$ cat src/rtl/score_keeper.sv
`default_nettype none
// ============================================================================
// Module      : score_keeper
// Description : Game-side score producer for the two-digit score display.
//               Synchronizes and debounces the dance-pad lanes, opens a
//               per-lane judgment window on each note_due pulse, grades
//               presses as perfect / good / miss, and accumulates a
//               saturating score and combo under an IDLE/PLAYING/DONE FSM.
// Ports       : clk, reset (async, active-high)
//               pad_raw[LANES]   raw pad switches (asynchronous)
//               note_due[LANES]  arrow-at-target pulses from the sequencer
//               start, song_end  song control pulses
//               score[9], combo[8]                      registered totals
//               hit_pulse/perfect_pulse/miss_pulse      per-lane judgments
//               playing                                  high in PLAYING
// Revision    : 1.0  initial release
// ============================================================================
module score_keeper #(
    parameter int LANES           = 4,
    parameter int DEBOUNCE_CYCLES = 200000,
    parameter int WINDOW_CYCLES   = 4000000,
    parameter int PERFECT_CYCLES  = 1600000,
    parameter int MAX_SCORE       = 99
) (
    input  logic             clk,
    input  logic             reset,
    input  logic [LANES-1:0] pad_raw,
    input  logic [LANES-1:0] note_due,
    input  logic             start,
    input  logic             song_end,
    output logic [8:0]       score,
    output logic [7:0]       combo,
    output logic [LANES-1:0] hit_pulse,
    output logic [LANES-1:0] perfect_pulse,
    output logic [LANES-1:0] miss_pulse,
    output logic             playing
);

    localparam int CW = (DEBOUNCE_CYCLES > 1) ? $clog2(DEBOUNCE_CYCLES) : 1;
    localparam int AW = (WINDOW_CYCLES > 1) ? $clog2(WINDOW_CYCLES) : 1;
    localparam int PW = $clog2(2 * LANES + 1);
    localparam int HW = $clog2(LANES + 1);

    localparam logic [CW-1:0] c_db_last  = CW'(DEBOUNCE_CYCLES - 1);
    localparam logic [AW-1:0] c_age_last = AW'(WINDOW_CYCLES - 1);
    localparam logic [AW-1:0] c_perfect  = AW'(PERFECT_CYCLES);

    typedef enum logic [1:0] {
        ST_IDLE    = 2'd0,
        ST_PLAYING = 2'd1,
        ST_DONE    = 2'd2
    } state_t;

    state_t           state_q, state_d;
    logic [LANES-1:0] sync1_q, sync1_d, sync2_q, sync2_d;
    logic [LANES-1:0] db_q, db_d, db_prev_q, db_prev_d;
    logic [CW-1:0]    cnt_q [LANES];
    logic [CW-1:0]    cnt_d [LANES];
    logic [LANES-1:0] open_q, open_d;
    logic [AW-1:0]    age_q [LANES];
    logic [AW-1:0]    age_d [LANES];
    logic [LANES-1:0] hit_q, hit_d, perf_q, perf_d, miss_q, miss_d;
    logic [8:0]       score_q, score_d;
    logic [7:0]       combo_q, combo_d;
    logic             playing_q, playing_d;

    logic [LANES-1:0] press;
    logic             clear_game, close_all, judge_en;
    logic [PW-1:0]    pts;
    logic [HW-1:0]    hits;
    logic [9:0]       score_sum;
    logic [8:0]       combo_sum;

    // Input conditioning: 2-FF synchronizer then per-lane stability counter.
    always_comb begin
        sync1_d   = pad_raw;
        sync2_d   = sync1_q;
        db_d      = db_q;
        db_prev_d = db_q;
        for (int i = 0; i < LANES; i++) begin
            cnt_d[i] = '0;
            if (sync2_q[i] != db_q[i]) begin
                if (cnt_q[i] == c_db_last) begin
                    db_d[i] = sync2_q[i];
                end else begin
                    cnt_d[i] = cnt_q[i] + CW'(1);
                end
            end
        end
        press = db_q & ~db_prev_q;
    end

    // Game FSM. start takes priority over song_end in every state.
    always_comb begin
        state_d    = state_q;
        clear_game = 1'b0;
        close_all  = 1'b0;
        case (state_q)
            ST_IDLE: begin
                if (start) begin
                    state_d    = ST_PLAYING;
                    clear_game = 1'b1;
                end
            end
            ST_PLAYING: begin
                if (start) begin
                    clear_game = 1'b1;
                end else if (song_end) begin
                    state_d   = ST_DONE;
                    close_all = 1'b1;
                end
            end
            ST_DONE: begin
                if (start) begin
                    state_d    = ST_PLAYING;
                    clear_game = 1'b1;
                end
            end
            default: state_d = ST_IDLE;
        endcase
        playing_d = (state_d == ST_PLAYING);
        // Judgments are dropped on the cycle the game is cleared or ended.
        judge_en  = (state_q == ST_PLAYING) && !clear_game && !close_all;
    end

    // Per-lane windows, judgments and score/combo arithmetic.
    always_comb begin
        open_d    = open_q;
        hit_d     = '0;
        perf_d    = '0;
        miss_d    = '0;
        pts       = '0;
        hits      = '0;
        score_d   = score_q;
        combo_d   = combo_q;
        for (int i = 0; i < LANES; i++) begin
            age_d[i] = age_q[i];
            if (judge_en) begin
                hit_d[i]  = open_q[i] & press[i];
                perf_d[i] = open_q[i] & press[i] & (age_q[i] < c_perfect);
                // A new note on an open window judges the old one now.
                miss_d[i] = open_q[i] & ~press[i] &
                            (note_due[i] | (age_q[i] == c_age_last));
                if (note_due[i]) begin
                    open_d[i] = 1'b1;
                    age_d[i]  = '0;
                end else if (hit_d[i] | miss_d[i]) begin
                    open_d[i] = 1'b0;
                    age_d[i]  = '0;
                end else if (open_q[i]) begin
                    age_d[i] = age_q[i] + AW'(1);
                end
            end else if (clear_game | close_all) begin
                open_d[i] = 1'b0;
                age_d[i]  = '0;
            end
            if (hit_d[i]) begin
                pts  = pts + (perf_d[i] ? PW'(2) : PW'(1));
                hits = hits + HW'(1);
            end
        end

        score_sum = {1'b0, score_q} + 10'(pts);
        combo_sum = {1'b0, combo_q} + 9'(hits);
        if (clear_game) begin
            score_d = '0;
            combo_d = '0;
        end else if (judge_en) begin
            score_d = (score_sum > 10'(MAX_SCORE)) ? 9'(MAX_SCORE) : score_sum[8:0];
            if (|miss_d) begin
                combo_d = '0;
            end else begin
                combo_d = (combo_sum > 9'd255) ? 8'hFF : combo_sum[7:0];
            end
        end
    end

    always_ff @(posedge clk or posedge reset) begin
        if (reset) begin
            state_q   <= ST_IDLE;
            sync1_q   <= '0;
            sync2_q   <= '0;
            db_q      <= '0;
            db_prev_q <= '0;
            open_q    <= '0;
            hit_q     <= '0;
            perf_q    <= '0;
            miss_q    <= '0;
            score_q   <= '0;
            combo_q   <= '0;
            playing_q <= 1'b0;
            for (int i = 0; i < LANES; i++) begin
                cnt_q[i] <= '0;
                age_q[i] <= '0;
            end
        end else begin
            state_q   <= state_d;
            sync1_q   <= sync1_d;
            sync2_q   <= sync2_d;
            db_q      <= db_d;
            db_prev_q <= db_prev_d;
            open_q    <= open_d;
            hit_q     <= hit_d;
            perf_q    <= perf_d;
            miss_q    <= miss_d;
            score_q   <= score_d;
            combo_q   <= combo_d;
            playing_q <= playing_d;
            for (int i = 0; i < LANES; i++) begin
                cnt_q[i] <= cnt_d[i];
                age_q[i] <= age_d[i];
            end
        end
    end

    assign score         = score_q;
    assign combo         = combo_q;
    assign hit_pulse     = hit_q;
    assign perfect_pulse = perf_q;
    assign miss_pulse    = miss_q;
    assign playing       = playing_q;

endmodule
`default_nettype wire

$ cat config.mk
export PLATFORM = sky130hd
export DESIGN_NAME = score_keeper
export DESIGN_NICKNAME = d
export VERILOG_FILES = /design/src/rtl/score_keeper.sv
export SDC_FILE = /design/constraint.sdc
export NUM_CORES = 1
export LEC_CHECK = 0
export ABC_AREA = 1
export CAP_MARGIN = 10
export CORE_MARGIN = 2
export CORE_UTILIZATION = 29
export CTS_CLUSTER_DIAMETER = 60
export DETAILED_ROUTE_END_ITERATION = 12
export PLACE_DENSITY = 0.45
export SLEW_MARGIN = 25
export SYNTH_ARGS = -nofsm -noshare
export SYNTH_HDL_FRONTEND = slang
export SYNTH_SLANG_ARGS = --single-unit
$ cat constraint.sdc
create_clock -name clk -period 9.2 [get_ports clk]
set_input_delay 1.84 -clock clk [delete_from_list [all_inputs] [get_ports clk]]
set_output_delay 1.84 -clock clk [all_outputs]
set_load 0.005 [all_outputs]
---- Word level (Yosys, flattened, before mapping) ----
Cells that the tools add are included.
operators by class
  add/sub/neg operators ................... 16
  multipliers ............................. 0
  div/mod/pow operators ................... 0
  magnitude comparators ................... 6
  eq/ne operators ......................... 23
  shift operators ......................... 0
  multiplexer cells ....................... 78
  bitwise operators ....................... 31
  reductions and logical operators ........ 22
operator list
  cell                     count
  $mux W22                 17
  $mux W18                 8
  $add A22 B1 Y22 const B  4
  $eq A22 B22 Y1 const B   4
  $lt A22 B21 Y1 const B   4
  $add A18 B1 Y18 const B  4
  $eq A18 B18 Y1 const B   4
  $mux W8                  4
  $mux W1                  31
  $mux W9                  3
  $reduce_and A2 Y1        12
  $and A1 B1 Y1            16
  $mux W2                  8
  $ne A4 B3 Y1 const B     4
  $add A4 B2 Y4            3
  $mux W4                  3
  $ne A3 B2 Y1 const B     4
  $add A9 B4 Y10           1
  $gt A10 B7 Y1 const B    1
  $add A3 B1 Y3 const B    3
  $add A8 B3 Y9            1
  $gt A9 B8 Y1 const B     1
  $mux W3                  3
  $or A1 B1 Y1             9
  other kinds (14)         24
storage, ports and cells
  register bits ........................... 212
  latch bits .............................. 0
  RAM bits ................................ 0
  ROM bits ................................ 0
  bits of input ports ..................... 12
  output and inout port bits .............. 30
  logic and storage cells ................. 202
  memories kept ........................... 0

---- Logic depth before layout (Yosys ltp) ----
Gate-level depths: netlist of run 1.
  depth in word-level cells ............... 20
  mapped depth ............................ 32

---- Least setup slack after synthesis of run 1 ----
No wires, ideal clock.
  kind .................................... input-to-reg
  from .................................... input port song_end
  to ...................................... register score_q[5], in the netlist score[5]
  library setup time ...................... 134 ps
  arrival time ............................ 6,314 ps
  data required time ...................... 9,066 ps
  path slack .............................. 2,752 ps
  cell stages on the path ................. 30
  path buffers ............................ 1
  path through ............................ nor2_1 > nand3_2 > buf_6 > nor2_2 > nand3_1 > nand2_1 > inv_1 > ha_1 > inv_1 > fa_1 > or2_1 > nand2_1 > fa_1 > or2_0 > nand2_1 > inv_1 > ha_1 > a21oi_1 > nor2_1 > nand3_1 > xnor2_1 > ha_1 > a21oi_1 > nand2_1 > nand2_1 > nand3_1 > a21oi_1 > nand2_1 > nand2_1 > o21ai_0
on the way
  elaborated cells between the ends (all ways) .. 30
  those cells by class .................... add/sub: 4; order compare: 1; mux: 22; reduce/logical: 3
RTL lines
  item                     line  RTL
  start, declared          30    input logic song_end,
  $mux W1 (*)              108   end else if (song_end) begin
  $mux W1 (*)              106   if (start) begin
  $mux W1 (*)              98    case (state_q)
  $logic_not A1 Y1 (*)     123   judge_en = (state_q == ST_PLAYING) && !clear_game && !close_all;
  $logic_and A1 B1 Y1 (*)  123
  $mux W1 (*)              138   if (judge_en) begin
  via hit_d[0]             62    logic [LANES-1:0] hit_q, hit_d, perf_q, perf_d, miss_q, miss_d;
  $mux W2 (*)              157   if (hit_d[i]) begin
  [3 not listed]           --
  $mux W4 (*)              157
  $add A4 B2 Y4            158   pts = pts + (perf_d[i] ? PW'(2) : PW'(1));
  $mux W4 (*)              157
  $add A9 B4 Y10 (*)       163   score_sum = {1'b0, score_q} + 10'(pts);
  $gt A10 B7 Y1            169   score_d = (score_sum > 10'(MAX_SCORE)) ? 9'(MAX_SCORE) : score_sum[8:0];
  $mux W9 (*)              169
  $mux W9 (*)              168   end else if (judge_en) begin
  $mux W9 (*)              165   if (clear_game) begin
  end signal, assigned     206   score_q <= score_d;
  end, declared            63    logic [8:0] score_q, score_d;
Mark *: on every way through the listed nets, which the timed path passes. The rest lies on a longest branch. The select of a mux whose other input is x is not followed.
A chain may end at the register's enable or synchronous reset.

---- Worst setup path in the final report of run 1 ----
  from .................................... input port song_end
  to ...................................... register score_q[2], in the netlist score[2]
The elaborated chain is that of the path after synthesis.

==> results_dict.tcl, run 1 <==
set metrics [dict create \
    syn-num-nets 1725 \
    cp-start-kind "input pin" \
    synth_edf_count 0 \
    syn_area_um2 12290 \
    drive_gt1_share_pct 5.590 \
    antenna_left 0 \
    holdWs_ns 0.3473 \
    syn_to_final_growth_pct 16.83 \
    synth-seq-cells 212 \
    tritoncts "built" \
    die_x_um 209.8 \
    clockBufferDepth 3 \
    finalInstanceArea_um2 14360 \
    drt_iter0_drc 644 \
    dp_hpwl_um 22110 \
    hold_class "flip-flop to flip-flop" \
    die_area_um2 44030 \
    ir_drop_v 0.0001209 \
    port_buffers 41 \
    fin_nets 1788 \
    vias 10692 \
    grt_start_max_net_pins 102 \
    worst_path_max_delay_cell "clkdlybuf4s50_1" \
    dpl_cell_area_um2 13330 \
    worstMarginPinSlew_ns 0.8224 \
    status "completed" \
    cp_max_fo 17 \
    slew_headroom_pct 45.17 \
    htreeDepth 1 \
    fin_util_pct 34.30 \
    avgSynthCellArea_um2 7.293 \
    max_freq_mhz 140.6 \
    n_fill_cell 4451 \
    crit_top_cell "nand2_1" \
    tns_ns 0 \
    cp-end-kind "flip-flop" \
    period_minus_slack_ns 7.114 \
    synthFlopType "dfrtp_1" \
    synth-async-reset-ratio_pct 100.0 \
    synth.distinct_cells 51 \
    die_h_um 209.8 \
    worstPathArrival_ns 7.59 \
    grt_usage_pct 14.26 \
    antenna_found_initial 0 \
    gp_congestion 0.8150 \
    final_hold_viol_count 0 \
    rsz0062_at_grt "no" \
    crit_required_ns 9.68 \
    wire_per_inst_um 13.15 \
    fp-row-count 75 \
    fp.coreArea_um2 41850 \
    fin_crit_sh_pct 77.33 \
    drc 0 \
    post_cts_resized 0 \
    overflow 0 \
    cts.clk_slew.worst_paths_ns 0.06 \
    post_cts_buffers 0 \
    crit_type "input pin to flip-flop" \
    skew_ns 0.009322 \
    viasPerCell 4.629 \
    root_buffer "clkbuf_16" \
    clock_latency_ns 0.57 \
    holdBufCountCts 0 \
    finalMaxSlewViolations 0 \
    wl_um 30380 \
    first_global_vias 10686 \
    initial_core_util_pct 29.36 \
    yosysWarnings 0 \
    drv_cap 0 \
    synth.yosys.seq_area_share_pct 43.17 \
    grt_first_pass_wirelength_um 52690 \
    power.density_nw_per_um2 156.9 \
    num_antenna_cells 0 \
    io_pins 42 \
    dr.pass1.iters 5 \
    cts.sinks 212 \
    slowest_delay_ns 0.42 \
    synth_cells 1685 \
    leakage_nw 6.566 \
    cts_buffers 30 \
    setup_viol 0 \
]
==> layer usage <==
metal	part of all wire, %	track usage [%]	wire length [µm]
met1	50	19.76	15090
met2	45	23.42	13650
met3	3.1	1.975	931
met4	2.3	3.717	712
met5	0	0	0
==> sequential cells by signal, summed over array words and instances (netlist names), 8 cells and up <==
register / cells
age_q: 88
cnt_q: 72
score: 9
combo: 8
==> layout by cell type, fill, tap and decap left out, types with 5 or more instances in the layout <==
cell             synthesis  layout
nand2_1                430     430
nor2_1                 292     292
inv_1                  237     236
dfrtp_1                212     212
nand3_1                114     114
nand4_1                 55      55
o21ai_0                 48      48
a21oi_1                 44      44
clkdlybuf4s50_1          0      41
xor2_1                  38      38
nor3_1                  38      38
clkbuf_16                0      31
xnor2_1                 24      24
ha_1                    23      23
nor4_1                  22      22
nor2_2                  14      14
nor3b_1                 11      11
nand3b_1                 7       7
clkbuf_8                 0       7
inv_2                    5       5
o21ai_1                  5       5
o22ai_1                  5       5
fa_1                     5       5
==> path summary, 6_finish.rpt <==
check                                     start                      to  slack [ns]  depth (start not counted)
max in group asynchronous                 reset  hit_pulse[2]$_DFF_PP0_        6.11                          3
max                                    song_end    score[2]$_DFFE_PP0P_        2.09                         30
max reg2reg                state_q[1]$_DFF_PP0_    score[2]$_DFFE_PP0P_        3.41                         29
min in group asynchronous                 reset     cnt_q[12]$_DFF_PP0_        1.79                          2
min                        sync1_q[0]$_DFF_PP0_    sync2_q[0]$_DFF_PP0_        0.35                          0
min reg2reg                sync1_q[0]$_DFF_PP0_    sync2_q[0]$_DFF_PP0_        0.35                          0
==> where the power goes <==
part	total, mW	internal [mW]	switching (mW)
Clock	1.18	0.728	0.455
Sequential	0.952	0.943	0.00860
Combinational	0.118	0.0238	0.0946
==> synth_stat cells (2+ instances only) <==
cell | number | area share [%]
a21o_1 | 2 | 0.12
a21oi_1 | 44 | 1.8
a21oi_2 | 2 | 0.14
a31oi_1 | 4 | 0.20
and2_1 | 2 | 0.10
buf_1 | 2 | 0.061
buf_2 | 5 | 0.20
buf_4 | 4 | 0.24
dfrtp_1 | 212 | 43
fa_1 | 5 | 0.81
ha_1 | 23 | 2.3
inv_1 | 237 | 7.2
inv_2 | 5 | 0.15
nand2_1 | 430 | 13
nand2_2 | 3 | 0.15
nand2_4 | 2 | 0.18
nand3_1 | 114 | 4.6
nand3_2 | 3 | 0.24
nand3b_1 | 7 | 0.43
nand4_1 | 55 | 2.8
nor2_1 | 292 | 8.9
nor2_2 | 14 | 0.71
nor2_4 | 3 | 0.27
nor3_1 | 38 | 1.5
nor3_2 | 3 | 0.24
nor3b_1 | 11 | 0.67
nor4_1 | 22 | 1.1
o21ai_0 | 48 | 2.0
o21ai_1 | 5 | 0.20
o21bai_1 | 2 | 0.12
o22ai_1 | 5 | 0.25
or2_2 | 2 | 0.10
xnor2_1 | 24 | 1.7
xor2_1 | 38 | 2.7
==> cell type report <==
type / count / area (µm²) / area share, %
flip-flops and latches: 212 / 5305 / 36.95
repair buffers: 44 / 432.9 / 3.016
clock inverters: 13 / 143.9 / 1.002
multi-input cells: 1217 / 5991 / 41.73
inverters: 243 / 922.1 / 6.423
well taps: 539 / 674.4 / 4.698
clock buffers: 42 / 887.1 / 6.179
==> through the flow <==
step                      worst slack [ns]  instances  power [mW]
after floorplan                      1.566       1685       1.050
after global placement               1.613       2255       1.092
final                                2.086       2310       2.253
after detailed placement             1.487       2255       1.092
after global routing                 1.560       2310       2.352
after CTS                            2.074       2310       2.300
==> critical path, delay by kind of cell <==
family	cells	cell delay, ns
and+or+nand+nor	15	2.34
AOI/OAI and AO/OA	4	0.79
xor gates and xnor gates	1	0.15
adders and majority gates	5	1.60
buffers and inverters	5	0.87
==> cell families (layout without fill, tap and decap cells) <==
kind of cell | after synthesis | in the layout | share of synthesized area, %
mux | 1 | 1 | 0.09163
simple gates | 1007 | 1007 | 35.76
compound gates | 119 | 119 | 5.325
buf+inv | 256 | 342 | 8.075
fa+ha+maj | 28 | 28 | 3.157
xor+xnor | 62 | 62 | 4.419
flops | 212 | 212 | 43.17
(Power assumes the default switching activity.)
==> run 2, diff against run 1 <==
- clock period: 9.2 -> 7.05 ns (I/O delays scaled with it)
==> results_dict.tcl, run 2 (synthesis results as in run 1) <==
set metrics [dict create \
    status "completed" \
    multi_input_area_um2 5991 \
    drive_gt1_share_pct 5.746 \
    fin_util_pct 34.38 \
    worst_path_max_delay_cell "clkdlybuf4s50_1" \
    cp-end-kind "flip-flop" \
    dr.pass1.iters 5 \
    internal_power_mw 2.210 \
    worst_slack_ns 0.7031 \
    clockBufferDepth 3 \
    hold_class "flip-flop to flip-flop" \
    drv_cap 0 \
    viasPerCell 4.596 \
    power.density_nw_per_um2 203.4 \
    worstPathArrival_ns 6.83 \
    vias 10640 \
    path_buf_inv 4 \
    tns_ns 0 \
    crit_required_ns 7.53 \
    fin_crit_sh_pct 90.03 \
    skew_ns 0.01984 \
    cts.clk_slew.worst_paths_ns 0.06 \
    cp-start-kind "input pin" \
    wire_per_inst_um 12.97 \
    tritoncts "built" \
    overflow 0 \
    gp_congestion 0.8334 \
    ir_drop_v 0.0001474 \
    grt_start_max_net_pins 68 \
    root_buffer "clkbuf_16" \
    max_freq_mhz 157.6 \
    swShare_pct 24.47 \
    antenna_left 0 \
    crit_type "input pin to flip-flop" \
    first_global_vias 10667 \
    largest_register "age_q" \
    p_sw_mw 0.7161 \
    cts_buffers 31 \
    fin_nets 1793 \
    fp.coreArea_um2 41850 \
    setup_viol 0 \
    crit_top_cell "nand2_1" \
    final_common_cell "nand2_1" \
    slowest_delay_ns 0.43 \
    htreeDepth 1 \
    rsz0062_at_grt "no" \
    leakage_nw 6.590 \
    antenna_found_initial 1 \
    die_area_um2 44030 \
    final_hold_viol_count 0 \
    cp_max_fo 7 \
    grt_first_pass_wirelength_um 52370 \
    grt_usage_pct 14.18 \
    initial_core_util_pct 29.36 \
    post_cts_resized 0 \
    period_minus_slack_ns 6.347 \
    clock_latency_ns 0.57 \
    io_pins 42 \
    post_cts_buffers 0 \
    finalMaxSlewViolations 0 \
    slew_headroom_pct 43.13 \
    worstMarginPinSlew_ns 0.8530 \
    layout_common_cells "430 x nand2_1, 292 x nor2_1, 236 x inv_1" \
    seq_area_um2 5305 \
    largest_reg_flops 88 \
    holdBufCountCts 0 \
    dp_hpwl_um 21800 \
    drc 0 \
    cts.sinks 212 \
    die_h_um 209.8 \
    die_x_um 209.8 \
    pwr-share-clk_pct 52.1 \
    n_fill_cell 4427 \
    critical-path-top-delay-family "simple AND/OR/NAND/NOR gates" \
    power_frac_seq_pct 42.5 \
    wl_um 30020 \
    drt_iter0_drc 705 \
    fp-row-count 75 \
    port_buffers 41 \
    syn_to_final_growth_pct 17.09 \
    place_ws_ns 0.1122 \
    comb_power_share_pct 5.4 \
]
## run 2: final cells by class
| class | count | share of cell area (%) |
|---|---|---|
| Antenna cell | 1 | 0.01739 |
| Multi-Input combinational cell | 1217 | 41.64 |
| Timing Repair Buffer | 48 | 3.357 |
| Tap cell | 539 | 4.687 |
| Inverter | 243 | 6.383 |
| Sequential cell | 212 | 36.87 |
| Clock inverter | 16 | 1.235 |
| Clock buffer | 39 | 5.809 |
## run 2: worst reg2reg max path, cell delays in order (launching register included)
cell,delay [ns]
dfrtp_1,0.54
nand3_1,0.22
nor2_2,0.25
nand3_1,0.20
ha_1,0.24
inv_1,0.06
fa_1,0.40
or2_1,0.25
nand2_1,0.12
fa_1,0.41
or2_0,0.22
nand2_1,0.15
inv_1,0.06
ha_1,0.26
a21oi_1,0.05
nor2_1,0.10
nand3_1,0.10
xnor2_1,0.15
ha_1,0.36
a21oi_1,0.24
nand2_1,0.15
nand2_1,0.13
nand3_1,0.10
a21oi_1,0.31
nand2_1,0.16
o21ai_0,0.17
## run 2: final timing paths
kind,slack (ns),cells after the start,end,from
min,0.34,0,sync2_q[3]$_DFF_PP0_,sync1_q[3]$_DFF_PP0_
max in group asynchronous,4.31,4,age_q[25]$_DFFE_PP0P_,reset
min in group asynchronous,1.28,3,age_q[19]$_DFFE_PP0P_,reset
max reg2reg,1.58,25,score[4]$_DFFE_PP0P_,db_prev_d[1]$_DFFE_PP0P_
min reg2reg,0.34,0,sync2_q[3]$_DFF_PP0_,sync1_q[3]$_DFF_PP0_
max,0.70,29,score[4]$_DFFE_PP0P_,song_end
## run 2: layer usage
layer / track usage (%) / up-vias / wire length (µm)
met5: 0 / - / 0
met4: 4.793 / 0 / 1012
met3: 2.589 / 64 / 1117
met2: 23.10 / 146 / 13390
met1: 18.98 / 4914 / 14500
li1: - / 5516 / -
## run 2: power by group through the flow
stage	Sequential, mW	Combinational [mW]	Clock (mW)
3_3_place_gp	1.26	0.162	0
3_5_place_dp	1.26	0.163	0
2_1_floorplan	1.26	0.109	0
4_1_cts	1.24	0.163	1.59
5_1_grt	1.24	0.182	1.64
6_report	1.24	0.158	1.53
## run 2: stage by stage
step                total power [mW]  hold WS (ns)  cells  instance area, µm²
floorplan                      1.370        0.3312   1685               12290
global placement               1.425        0.3356   2258               13340
detailed placement             1.426        0.3347   2258               13340
CTS                            2.995        0.3414   2313               14360
global route                   3.062        0.3548   2315               14390
finish                         2.927        0.3413   2315               14390
==> patch (flow settings as in run 2) <==
Re-encode `state_t` (3 states) as one-hot, 3 bits wide.
--- a/src/rtl/score_keeper.sv
+++ b/src/rtl/score_keeper.sv
@@ -46,8 +46,8 @@
     localparam logic [AW-1:0] c_perfect  = AW'(PERFECT_CYCLES);
 
-    typedef enum logic [1:0] {
-        ST_IDLE    = 2'd0,
-        ST_PLAYING = 2'd1,
-        ST_DONE    = 2'd2
+    typedef enum logic [2:0] {
+        ST_IDLE    = 3'b001,
+        ST_PLAYING = 3'b010,
+        ST_DONE    = 3'b100
     } state_t;
 
Behaviour: no difference found for any inputs over 4 cycles, from zero or initial values and one cycle with reset high; so few cycles prove little.
==> patch against run 2 <==
- final area shrank 1.6%
- wire length fell by 0.29%
- sequential cell count rose by 1
- sequential share of layout area is 0.79 points higher
- die area shrank 1.1%
- area after synthesis is 1.2% lower
- critical path depth unchanged
- global-route usage is 0.15 points lower
- worst hold slack better by 0.0049 ns
- setup slack got worse by 0.054 ns
- highest routed layer unchanged
Power is not compared: it rests on default switching activity, and its combinational part moved more than twofold at a synthesized area within 25%.
==> patch: results (changes against run 2) <==
status - complete, no violations
Placed Cells - 2192 (-2.9%)
gr usage total - 14.0% (-0.15 points)
Pleak - 6.56 nW
Fill cells - 4379 (-1.1%)
Iter 0 DRT Violations - 497 (-30%)
worst reg2reg setup slack - 1.36 ns (-0.22 ns)
max reg flops - 88 (unchanged)
Root Buffer - clkbuf_16
Place WS - 0.120 ns (+0.00767 ns)
initial antenna violation count - 1 (unchanged)
gp weighted congestion - 0.816 (-2.1%)
Synth area leaders - dfrtp_1, nand2_1, nor2_1
synth cell count leaders - nand2_1, nor2_1, inv_1
skew final - 0.0121 ns (-0.00778 ns)
post-synthesis mux area share - 0% (-0.092 points)
Crit path largest cell delay - 0.46 ns (+0.03 ns)
worst skew pair latency - 0.57 ns (about the same)
post-cts resize count - 0 (unchanged)
drt first pass iters - 7 (+2)
adder-cell area share of the yosys netlist - 3.19% (+0.037 points)
port buffer count - 41 (unchanged)
Cells after Synth - 1634 (-3.0%)
Main synth FF type - dfrtp_1
CP arrival - 6.88 ns (+0.05 ns)
DR WL/cell - 13.3 um (+2.6%)
CTS clk-pin slew, worst paths - 0.06 ns (about the same)
synth unique cells - 51 (unchanged)
Detailed Route WL - 29.9 mm (-0.29%)
Setup Viol. Count Final - 0 (unchanged)
layout cell share with drive strength beyond 1 - 6.70% (+0.96 points)
HPWL after DPL - 21.5 mm (-1.5%)
Worst-Margin Slew - 0.911 ns (+0.0584 ns)
share of flip-flops with an asynchronous set or reset - 100% (unchanged)
global-route wire length before repair - 51.0 mm (-2.7%)
number of buffers created by CTS - 30 (-3.2%)
vias in the first global route - 10200 (-4.0%)
XOR/XNOR share of the synthesized area - 3.10% (-1.3 points)
Via density - 4.63 (+0.75%)
worst vdd ir - 0.153 mV
sequential area share after synthesis - 43.9% (+0.72 points)
YS warnings - 0 (unchanged)
Worst Hold Class - register to register
number of post-CTS setup repair buffers - 0 (unchanged)
largest net degree at the start of global routing - 158 (+130%)
Top reg by flops - age_q
Longest Clk Path Bufs - 3 (unchanged)
# nets final - 1732 (-3.4%)
Post-Syn Nets - 1674 (-3.0%)
FMAX - 156 MHz (-0.84%)
Compound-Gate Fraction of Synth Area - 5.77% (+0.44 points)
-- patch: power by group --
group | internal, W | switching (W)
sequential | 0.00126 | 0.0000229
clock | 0.000922 | 0.000614
combinational | 0.0000913 | 0.000351
-- patch: layout make-up --
type	count	share of cell area [%]
Tap cell	532	4.70
Antenna cell	1	0.0177
Timing Repair Buffer	47	3.31
Clock inverter	20	1.56
Clock buffer	36	5.60
Inverter	238	6.35
Multi-Input combinational cell	1162	40.8
Sequential cell	213	37.7
-- patch: cell families (layout without fill, tap and decap cells) --
logic type | after synthesis | after routing
AO/OA/AOI/OAI | 127 | 127
flip-flops | 213 | 213
XOR/XNOR | 43 | 43
adder cells (fa/ha/maj) | 28 | 28
buffers and inverters | 259 | 341
other | 0 | 1
AND/OR/NAND/NOR | 964 | 964
-- patch: stage by stage --
stage	hold slack [ns]	cell area, um2
final	0.346	14200
after global routing	0.364	14200
after CTS	0.348	14200
after detailed placement	0.335	13100
after global placement	0.337	13100
after floorplan	0.331	12200
-- patch: routing by layer --
layer	track usage, %	part of all wire [%]
met4	3.45	2.2
met3	2.81	3.8
met2	23.0	45
met1	19.0	49
met5	0	0
-- patch: worst paths after layout --
path,from,to,depth (start not counted)
setup / recovery,start,score[3]$_DFFE_PP0P_,29
hold / removal,sync1_q[2]$_DFF_PP0_,sync2_q[2]$_DFF_PP0_,0
setup reg to reg,age_q[81]$_DFFE_PP0P_,score[3]$_DFFE_PP0P_,29
hold reg to reg,sync1_q[2]$_DFF_PP0_,sync2_q[2]$_DFF_PP0_,0
max in group asynchronous,reset,age_q[80]$_DFFE_PP0P_,4
min in group asynchronous,reset,cnt_q[35]$_DFF_PP0_,3
